`src/rtl/video_pkg.sv`:
```
// video_pkg: shared types, widths and checksum step for the video monitors
package video_pkg;
    typedef enum logic {WAIT_SYNC, IN_FRAME} state_e;
    localparam int CHK_W = 32;
    localparam int FCNT_W = 16;
    function automatic logic [CHK_W-1:0] chk_step(input logic [CHK_W-1:0] s, input logic [CHK_W-1:0] px);
        return {s[CHK_W-2:0], s[CHK_W-1]} ^ px;
    endfunction
endpackage

```
`src/rtl/hdmi_line_counter.sv`:
```
// hdmi_line_counter: per-frame pixel/line counting, first-line width and line-length error
module hdmi_line_counter #(
    parameter int H_RES = 1280,
    parameter int CNT_W = 12
) (
    input  logic             clk_i,
    input  logic             rst_n_i,
    input  logic             clr_i,
    input  logic             pix_en_i,
    input  logic             close_i,
    output logic [CNT_W-1:0] lines_o,
    output logic [CNT_W-1:0] first_h_o,
    output logic             h_acc_o
);
    logic [CNT_W-1:0] pix_q, pix_d, line_q, line_d, first_q, first_d;
    logic h_acc_q, h_acc_d;
    // Outputs are next-state values so a line closed on the frame-end edge is included
    always_comb begin
        pix_d = close_i ? '0 : pix_q + CNT_W'(pix_en_i & ~&pix_q);
        line_d = line_q + CNT_W'(close_i & ~&line_q);
        first_d = (close_i && line_q == '0) ? pix_q : first_q;
        h_acc_d = h_acc_q | (close_i && pix_q != CNT_W'(H_RES));
    end
    always_ff @(posedge clk_i) begin
        if (!rst_n_i || clr_i) begin
            pix_q <= '0;
            line_q <= '0;
            first_q <= '0;
            h_acc_q <= 1'b0;
        end else begin
            pix_q <= pix_d;
            line_q <= line_d;
            first_q <= first_d;
            h_acc_q <= h_acc_d;
        end
    end
    assign lines_o = line_d;
    assign first_h_o = first_d;
    assign h_acc_o = h_acc_d;
endmodule

```
`src/rtl/hdmi_frame_monitor.sv`:
```
// hdmi_frame_monitor: measures frame geometry, checks it and folds a per-frame checksum
module hdmi_frame_monitor
    import video_pkg::*;
#(
    parameter int H_RES = 1280,
    parameter int V_RES = 720,
    parameter int DATA_W = 24,
    parameter int VS_ACTIVE_LOW = 1,
    parameter int CNT_W = 12
) (
    input  logic              hdmi_clk,
    input  logic              hdmi_rst_n,
    input  logic              hdmi_vs,
    input  logic              hdmi_de,
    input  logic [DATA_W-1:0] hdmi_data,
    output logic              frame_done,
    output logic              frame_ok,
    output logic              h_err,
    output logic              v_err,
    output logic              de_in_vs_err,
    output logic [CNT_W-1:0]  meas_h,
    output logic [CNT_W-1:0]  meas_v,
    output logic [CHK_W-1:0]  checksum,
    output logic [FCNT_W-1:0] frame_cnt
);
    state_e state_q;
    logic vs_d_q, de_d_q, vs_acc_q;
    logic [CHK_W-1:0] sum_q;
    logic vs_act, vs_rise, de_fall, in_frame, frame_end, pix_en, line_close, lc_clr;
    logic [CNT_W-1:0] lines, first_h;
    logic h_acc;
    always_comb begin
        vs_act = hdmi_vs ^ (VS_ACTIVE_LOW != 0);
        vs_rise = vs_act & ~vs_d_q;
        de_fall = ~hdmi_de & de_d_q;
        in_frame = state_q == IN_FRAME;
        frame_end = in_frame & vs_rise;
        pix_en = in_frame & hdmi_de & ~vs_act;
        line_close = in_frame & (de_fall | (vs_rise & de_d_q));
        lc_clr = ~in_frame | frame_end;
    end
    hdmi_line_counter #(.H_RES(H_RES), .CNT_W(CNT_W)) u_lines (
        .clk_i(hdmi_clk),
        .rst_n_i(hdmi_rst_n),
        .clr_i(lc_clr),
        .pix_en_i(pix_en),
        .close_i(line_close),
        .lines_o(lines),
        .first_h_o(first_h),
        .h_acc_o(h_acc)
    );
    always_ff @(posedge hdmi_clk) begin
        if (!hdmi_rst_n) begin
            state_q <= WAIT_SYNC;
            vs_d_q <= 1'b1;
            de_d_q <= 1'b0;
            vs_acc_q <= 1'b0;
            sum_q <= '0;
            frame_done <= 1'b0;
            frame_ok <= 1'b0;
            h_err <= 1'b0;
            v_err <= 1'b0;
            de_in_vs_err <= 1'b0;
            meas_h <= '0;
            meas_v <= '0;
            checksum <= '0;
            frame_cnt <= '0;
        end else begin
            vs_d_q <= vs_act;
            de_d_q <= hdmi_de;
            frame_done <= frame_end;
            if (vs_rise)
                state_q <= IN_FRAME;
            sum_q <= lc_clr ? '0 : pix_en ? chk_step(sum_q, CHK_W'(hdmi_data)) : sum_q;
            // A pixel on the vs_rise cycle belongs to the new frame's de-in-VS flag
            vs_acc_q <= vs_rise ? hdmi_de : in_frame & (vs_acc_q | (hdmi_de & vs_act));
            if (frame_end) begin
                meas_h <= first_h;
                meas_v <= lines;
                checksum <= sum_q;
                h_err <= h_acc;
                v_err <= lines != CNT_W'(V_RES);
                de_in_vs_err <= vs_acc_q;
                frame_ok <= !(h_acc || lines != CNT_W'(V_RES) || vs_acc_q) && lines != '0;
                frame_cnt <= frame_cnt + 1'b1;
            end
        end
    end
endmodule

```
`config.mk`:
```
export PLATFORM = sky130hd
export DESIGN_NAME = hdmi_frame_monitor
export DESIGN_NICKNAME = d
export VERILOG_FILES = /design/src/rtl/video_pkg.sv /design/src/rtl/hdmi_line_counter.sv /design/src/rtl/hdmi_frame_monitor.sv
export SDC_FILE = /design/constraint.sdc
export NUM_CORES = 1
export LEC_CHECK = 0
export ABC_AREA = 1
export BUFFER_PORTS_ARGS = -buffer_cell sky130_fd_sc_hd__buf_2
export CAP_MARGIN = 20
export CORE_UTILIZATION = 54
export CTS_BUF_LIST = sky130_fd_sc_hd__clkbuf_8 sky130_fd_sc_hd__clkbuf_16
export DETAILED_ROUTE_END_ITERATION = 10
export GPL_TIMING_DRIVEN = 0
export PLACE_DENSITY = 0.77
export SYNTH_ARGS = -nofsm -noshare
export SYNTH_HDL_FRONTEND = slang
export SYNTH_SLANG_ARGS = --single-unit
```
`constraint.sdc`:
```
create_clock -name hdmi_clk -period 6.7 [get_ports hdmi_clk]
set_clock_uncertainty 0.2 [all_clocks]
set_input_delay 1.005 -clock hdmi_clk [delete_from_list [all_inputs] [get_ports hdmi_clk]]
set_output_delay 1.005 -clock hdmi_clk [all_outputs]
set_load 0.02 [all_outputs]
```
Word-level counts from Yosys, hierarchy flattened
Index checks and enable logic that the tools add are counted.

Output and inout bits: 77. Bits in registers: 150. Word-level logic and storage cells: 62.

$add $sub $neg: 3. Eq/ne operators: 2. Reduce and logical (&&, ||, !) cells: 16. Bitwise logic cells: 21. Multiplexer cells: 2.

Operators by type and width (number): $xor 32x24->32 (1); $add 12x12->12 (2); $reduce_and 12->1 (2); $add 16x1->16 const B (1); $logic_not 12->1 (1); $mux 12 (1); $ne 12x10->1 const B (1); $ne 12x11->1 const B (1); $reduce_bool 12->1 (1); $and 1x1->1 (11); $not 1->1 (5); $logic_not 1->1 (4); $or 1x1->1 (4); $reduce_or 2->1 (2); $logic_and 1x1->1 (3); $logic_or 1x1->1 (3); $mux 1 (1).

Logic depth before layout (Yosys ltp)
Gate-level depths: netlist of run 1.

Depth after elaboration: 12. Gate-level depth with buffers: 18.

Hierarchy
From an unflattened synthesis of run 1, not the netlist that was laid out.

Cells, all modules: 864. Area, all modules: 6264.8 um^2.

Modules (own cells, without submodules): hdmi_frame_monitor (instances 1, cells an instance 561, area each 4371.7 um^2); hdmi_line_counter (instances 1, cells an instance 303, area each 1893.1 um^2).

Worst setup path after synthesis of run 1
OpenSTA, ideal clock, no wires.

Path kind: input to register. From: in hdmi_de. To: reg u_lines.pix_q[10]. Arrival: 2.791 ns. Setup time: 0.070 ns. Buffers on the path: 1. Cell stages on the path: 13. Path slack: 3.639 ns. Cells stage by stage: inv_1 nor3_2 clkbuf_1 o41ai_1 inv_1 ha_1 ha_1 nand3_1 nor2_1 nand4_1 nor3_1 o21ai_0 a21oi_1.

Cells in the longest elaborated chain, start to end: 5.

RTL lines: start, declared (RTL line hdmi_frame_monitor.sv:14) `input logic hdmi_de,`; parallel branches: the longest is 5 deep, another holds $add 12x12->12; end signal, assigned (RTL line hdmi_line_counter.sv:31) `pix_q <= pix_d;`; end, declared (RTL line hdmi_line_counter.sv:15) `logic [CNT_W-1:0] pix_q, pix_d, line_q, line_d, first_q, first_d;`.

Several ways; the timed one is not identified. A chain may end at the register's enable or synchronous reset.

Worst setup path after layout of run 1
Ends and elaborated chain as after synthesis.

==> results of run 1 <==
[cell type report]
type                            instances  area (um^2)
Tap cell                              140          175
Sequential cell                       150         3000
Clock inverter                         13          156
Buffer                                 35          145
Inverter                               91          342
Fill cell                             924         3550
Clock buffer                           19          442
Multi-Input combinational cell        500         2500
Timing Repair Buffer                  104          520
[layer usage]
metal	global-route usage	up-vias	routed length (um)
met5	0	-	0
met4	0.108	0	287
met1	0.335	2488	6540
met2	0.422	145	6840
li1	-	2758	-
met3	0.0515	20	681
[cells in the mapped netlist, types with 6 or more instances]
cell type and number:
a21oi_1 91, clkbuf_1 28, dfxtp_1 150, ha_1 6
inv_1 89, nand2_1 108, nand3_1 22, nand4_1 11
nor2_1 99, nor3_1 6, o21ai_0 86, o21ai_1 13
xor2_1 27
[cells by family (layout without fill, tap and decap cells)]
| family | Yosys count | count (layout) | share of synthesized area |
|---|---|---|---|
| simple gates | 267 | 267 | 0.194 |
| xor+xnor | 28 | 28 | 0.0409 |
| flops | 150 | 150 | 0.501 |
| compound gates | 199 | 199 | 0.170 |
| fa+ha+maj | 6 | 6 | 0.0125 |
| buf+inv | 126 | 262 | 0.0812 |
[state kept, by name (all words and copies together), names as in the netlist, 12 cells and up]
signal / flops
checksum: 32
sum_q: 32
frame_cnt: 16
meas_h: 12
meas_v: 12
u_lines.first_q: 12
u_lines.line_q: 12
u_lines.pix_q: 12
[power groups by stage]
stage	Sequential (mW)	Clock, mW	Combinational (mW)
after global placement	0.922	0	0.0653
after detailed placement	0.922	0	0.0659
after global routing	0.903	0.994	0.0740
after CTS	0.902	0.955	0.0666
after floorplan	0.928	0	0.0322
final	0.902	0.949	0.0665
[worst max-delay path: cells and delay by family]
family,cells,cell delay (ns)
buffers and inverters,4,0.69
adders and majority gates,2,0.37
AOI/OAI and AO/OA,3,0.38
and+or+nand+nor,5,1.06
[final timing paths]
check	to	slack (ns)
max	u_lines.pix_q[10]$_SDFF_PP0_	3.46
min	v_err$_SDFFE_PN0P_	0.27
max reg2reg	u_lines.pix_q[10]$_SDFF_PP0_	3.59
min reg2reg	v_err$_SDFFE_PN0P_	0.27
==> results.json, run 1 <==
{
  "ys_ff_latch": 150,
  "r2r-start": "in_frame$_SDFFE_PN0N_",
  "clockBufferDepth": 2,
  "grt_setup_unrepaired": "no",
  "syn_inst": 776,
  "grt_max_degree": 17,
  "finalHoldViolations": 0,
  "cts_htree_levels": 4,
  "setup_ws_ns": 3.46,
  "drc": 0,
  "cp_cell_sequence": "buf_2 > inv_1 > nor3_2 > clkbuf_1 > o41ai_1 > inv_1 > ha_1 > ha_1 > nand3_1 > nor2_1 > nand4_1 > nor3_1 > o21ai_0 > a21oi_1",
  "vias": 5411,
  "overflow": 0,
  "drv_slew": 0,
  "final_cell_mix": "dfxtp_1 (150), buf_2 (109), nand2_1 (108)",
  "dpl_cell_area_mm2": 0.00669,
  "grt_pass1_vias": 4860,
  "async_flop_share": 0,
  "ff2ff_path_depth": 13,
  "cts_made_buffers": 17,
  "fin_cells": 1052,
  "synth_top_cell_area_share": 0.501,
  "die_x_um": 107,
  "pwr-share-comb": 0.035,
  "whs_path_depth": 2,
  "critPathCaptureType": "flop",
  "area_growth_pct": 21.6,
  "worst-path-max-fanout": 10,
  "fp.dieH_um": 107,
  "clock_power_share": 0.495,
  "swShare": 0.215,
  "wl_per_cell_um": 13.6,
  "antenna_found_initial": 0,
  "final_area_mm2": 0.00729,
  "ys.warnings.count": 0,
  "diodes": 0,
  "cts.sinks": 150,
  "grt_usage": 0.259,
  "p_per_area_mw_per_mm2": 263,
  "cts_resized": 0,
  "finalSetupViolations": 0,
  "yosysSeqAreaShare": 0.501,
  "first_pass_iters": 5,
  "fmax_mhz": 308,
  "final_common_cell": "dfxtp_1",
  "ir_drop_uv": 130,
  "fin_util": 0.672,
  "post-place-cells": 1020,
  "initial_core_util": 0.553,
  "hpwlAfterDp_um": 9970,
  "synth_area_per_cell_um2": 7.72,
  "clkTransAtPathRegs_ns": 0.06,
  "nets": 933,
  "start_kind": "input pin",
  "core_area_mm2": 0.0108,
  "cts_setup_buffers": 0,
  "relSlewSlack": 0.620,
  "synth_area_leader_cell": "dfxtp_1",
  "ios": 105,
  "tns_ns": 0,
  "required_ns": 6.96,
  "seqPwrFrac": 0.471,
  "p_int_mw": 1.51,
  "finalCritPeriodShare": 0.484,
  "finalHoldWorstSlack_ns": 0.266,
  "crit_type": "input pin to flop",
  "pre_cts_slack_ns": 2.96,
  "drive_above_1_share": 0.172,
  "hp-class": "flop to flop",
  "syn-cell-area_mm2": 0.00599,
  "dieArea_mm2": 0.0115,
  "core.rowCount": 38,
  "crit_start": "hdmi_de",
  "drt_wl_total_um": 14300,
  "max-cap-violations": 0,
  "grt_pass1_wl_um": 22900,
  "clock_latency_ns": 0.52,
  "avgViaCountPerCell": 5.14,
  "cp.arrival_ns": 3.50,
  "cts_root_buf": "clkbuf_8",
  "slowest_stage": "clkbuf_1",
  "antenna_left": 0,
  "cp_slowest_stage_delay_ns": 0.44,
  "finalCriticalPeriod_ns": 3.24,
  "outcome": "complete, no violations",
  "syn_nets": 810,
  "holdBufCountCts": 0,
  "portBuffers": 104,
  "drtIter0Drc": 333,
  "synth_ff_type": "dfxtp_1",
  "cts_tree": "yes",
  "synth_area_leaders": "dfxtp_1 (50%), a21oi_1 (7.6%), o21ai_0 (7.2%)",
  "synth_cell_type_count": 33,
  "gp_congestion": 0.865,
  "tightest_slew_ns": 0.570,
  "p_sw_uw": 412,
  "leakagePower_nw": 3.17,
  "synth-edff-count": 0,
  "finalPower_mw": 1.92,
  "min_from": "v_err$_SDFFE_PN0P_"
}
No activity file was read; power rests on OpenSTA's default activity.
==> inputs of run 2 (changes only) <==
Settings changed: CORE_UTILIZATION 54 to 50, PLACE_DENSITY 0.77 to 0.75.
Clock period 6.7 ns to 2.9 ns, I/O delays scaled along.
==> run 2 against run 1 <==
The flow now finishes with violations (DRC). Critical path depth did not move. Total power rose by 140%. Non-clock buffer count rose by 1. Worst setup slack worse by 3.2 ns. Global-route usage decreased by 1.4 points. Wire length grew 1.8%. Highest routed layer unchanged.
==> results.json, run 2 (same netlist as run 1, synthesis figures left out) <==
{
  "fp.dieH_um": 111,
  "finalHoldViolations": 0,
  "finalCriticalPeriod_ns": 2.63,
  "p_per_area_mw_per_mm2": 620,
  "start_kind": "flop",
  "cts_tree": "yes",
  "wl_per_cell_um": 13.8,
  "vias": 5415,
  "cts_root_buf": "clkbuf_16",
  "grt_setup_unrepaired": "no",
  "drc": 7,
  "critPathCaptureType": "flop",
  "drtIter0Drc": 380,
  "grt_pass1_wl_um": 24000,
  "cts.sinks": 150,
  "min_from": "hdmi_vs",
  "cp.arrival_ns": 2.71,
  "diodes": 0,
  "relSlewSlack": 0.608,
  "core_area_mm2": 0.0116,
  "cp_cell_sequence": "nor2_4 > nor2_1 > a311oi_1 > ha_1 > ha_1 > nand3_1 > nor2_1 > nand2_1 > nand2_1 > nand2_1 > nor3_1 > nand2_1 > nand2_1 > a21oi_1",
  "clockBufferDepth": 2,
  "ff2ff_path_depth": 14,
  "core.rowCount": 39,
  "drive_above_1_share": 0.173,
  "r2r-start": "vs_d_q$_SDFF_PN1_",
  "overflow": 0,
  "leakagePower_nw": 3.23,
  "finalPower_mw": 4.55,
  "drv_slew": 0,
  "r2r_slack_ns": 0.27,
  "failed_checks": "DRC",
  "cts_made_buffers": 17,
  "drt_wl_total_um": 14600,
  "ios": 105,
  "worst-path-max-fanout": 4,
  "clock_latency_ns": 0.41,
  "tightest_slew_ns": 0.587,
  "hp-class": "input pin to flop",
  "top_regs": "checksum: 32 flops, sum_q: 32 flops, frame_cnt: 16 flops",
  "portBuffers": 104,
  "initial_core_util": 0.518,
  "setup_ws_ns": 0.274,
  "first_pass_iters": 8,
  "area_growth_pct": 22.5,
  "cp_slowest_stage_delay_ns": 0.32,
  "antenna_found_initial": 0,
  "finalCritPeriodShare": 0.906,
  "hpwlAfterDp_um": 10200,
  "avgViaCountPerCell": 5.13,
  "required_ns": 2.98,
  "grt_pass1_vias": 5113,
  "max-cap-violations": 0,
  "fmax_mhz": 381,
  "final_common_cell": "dfxtp_1",
  "grt_usage": 0.245,
  "finalSetupViolations": 0,
  "crit_type": "flop to flop",
  "outcome": "complete, but fails checks",
  "antenna_left": 0,
  "clkTransAtPathRegs_ns": 0.06,
  "multiInputGateArea_mm2": 0.00252,
  "ir_drop_uv": 334,
  "pre_cts_slack_ns": -0.241,
  "seqCellArea_mm2": 0.00300,
  "slowest_stage": "dfxtp_1",
  "timing.rr.end": "v_err$_SDFFE_PN0P_",
  "die_x_um": 111,
  "cts_htree_levels": 4,
  "dieArea_mm2": 0.0124,
  "whs_path_depth": 2,
  "critPathMostFrequentCell": "nand2_1",
  "nets": 934,
  "final_cell_mix": "dfxtp_1 (150), buf_2 (109), nand2_1 (108)",
  "holdBufCountCts": 0,
  "gp_congestion": 0.858,
  "n_fill_cell": 991,
  "grt_max_degree": 17,
  "whs_endpoint": "vs_d_q$_SDFF_PN1_"
}
==> run 2: worst max-delay path by stage <==
stage          slack [ns]             startpoint  cells after the start                            to
2_1_floorplan        0.41                hdmi_de                     13  u_lines.pix_q[10]$_SDFF_PP0_
6_report             0.27      vs_d_q$_SDFF_PN1_                     14            v_err$_SDFFE_PN0P_
5_1_grt              0.05      vs_d_q$_SDFF_PN1_                     14            v_err$_SDFFE_PN0P_
3_5_place_dp        -0.24                hdmi_vs                     14  u_lines.pix_q[10]$_SDFF_PP0_
4_1_cts              0.04  in_frame$_SDFFE_PN0N_                     13  u_lines.pix_q[10]$_SDFF_PP0_
3_3_place_gp        -0.22                hdmi_vs                     14  u_lines.pix_q[10]$_SDFF_PP0_
==> run 2: metrics by stage <==
stage | TNS (ns) | hold WS (ns) | utilization | cell area [um^2] | std cells
final | 0 | 0.0417 | 0.635 | 7340 | 1056
after global routing | 0 | 0.0407 | 0.635 | 7340 | 1056
after CTS | 0 | 0.0268 | 0.633 | 7330 | 1055
after detailed placement | -0.541 | 0.258 | 0.579 | 6690 | 1023
after global placement | -0.431 | 0.256 | 0.579 | 6690 | 1023
after floorplan | 0 | 0.241 | - | 5990 | 776
==> run 2: layout make-up <==
| cell class | count | area share |
|---|---|---|
| timing repair buffer | 105 | 0.0719 |
| buffer | 35 | 0.0203 |
| sequential | 150 | 0.409 |
| clock inverter | 12 | 0.0216 |
| multi-input combinational | 500 | 0.343 |
| tap | 143 | 0.0244 |
| inverter | 91 | 0.0465 |
| clock buffer | 20 | 0.0636 |
==> run 2: metal layers <==
| layer | part of all wire | vias up | GRT usage |
|---|---|---|---|
| met1 | 0.47 | 2490 | 0.315 |
| met3 | 0.053 | 21 | 0.0664 |
| met2 | 0.46 | 141 | 0.397 |
| li1 | - | 2763 | - |
| met4 | 0.017 | 0 | 0.0856 |
| met5 | 0 | - | 0 |
==> run 2: worst max-delay path: cells and delay by family (launching register included) <==
family | cells | cell delay, ns
and+or+nand+nor | 10 | 1.23
DFF | 1 | 0.32
AOI/OAI and AO/OA | 2 | 0.34
adders and majority gates | 2 | 0.40
==> run 2: what timing repair did <==
action                                  4_1_cts  5_1_grt
setup buffers                                 0        1
resized for setup                             2        3
endpoints found under the setup margin        3        4
pin swaps                                     0        1
==> run 2: power by group <==
group / switching [mW] / internal (mW)
sequential: 0.00884 / 2.08
combinational: 0.104 / 0.0517
clock: 0.821 / 1.49
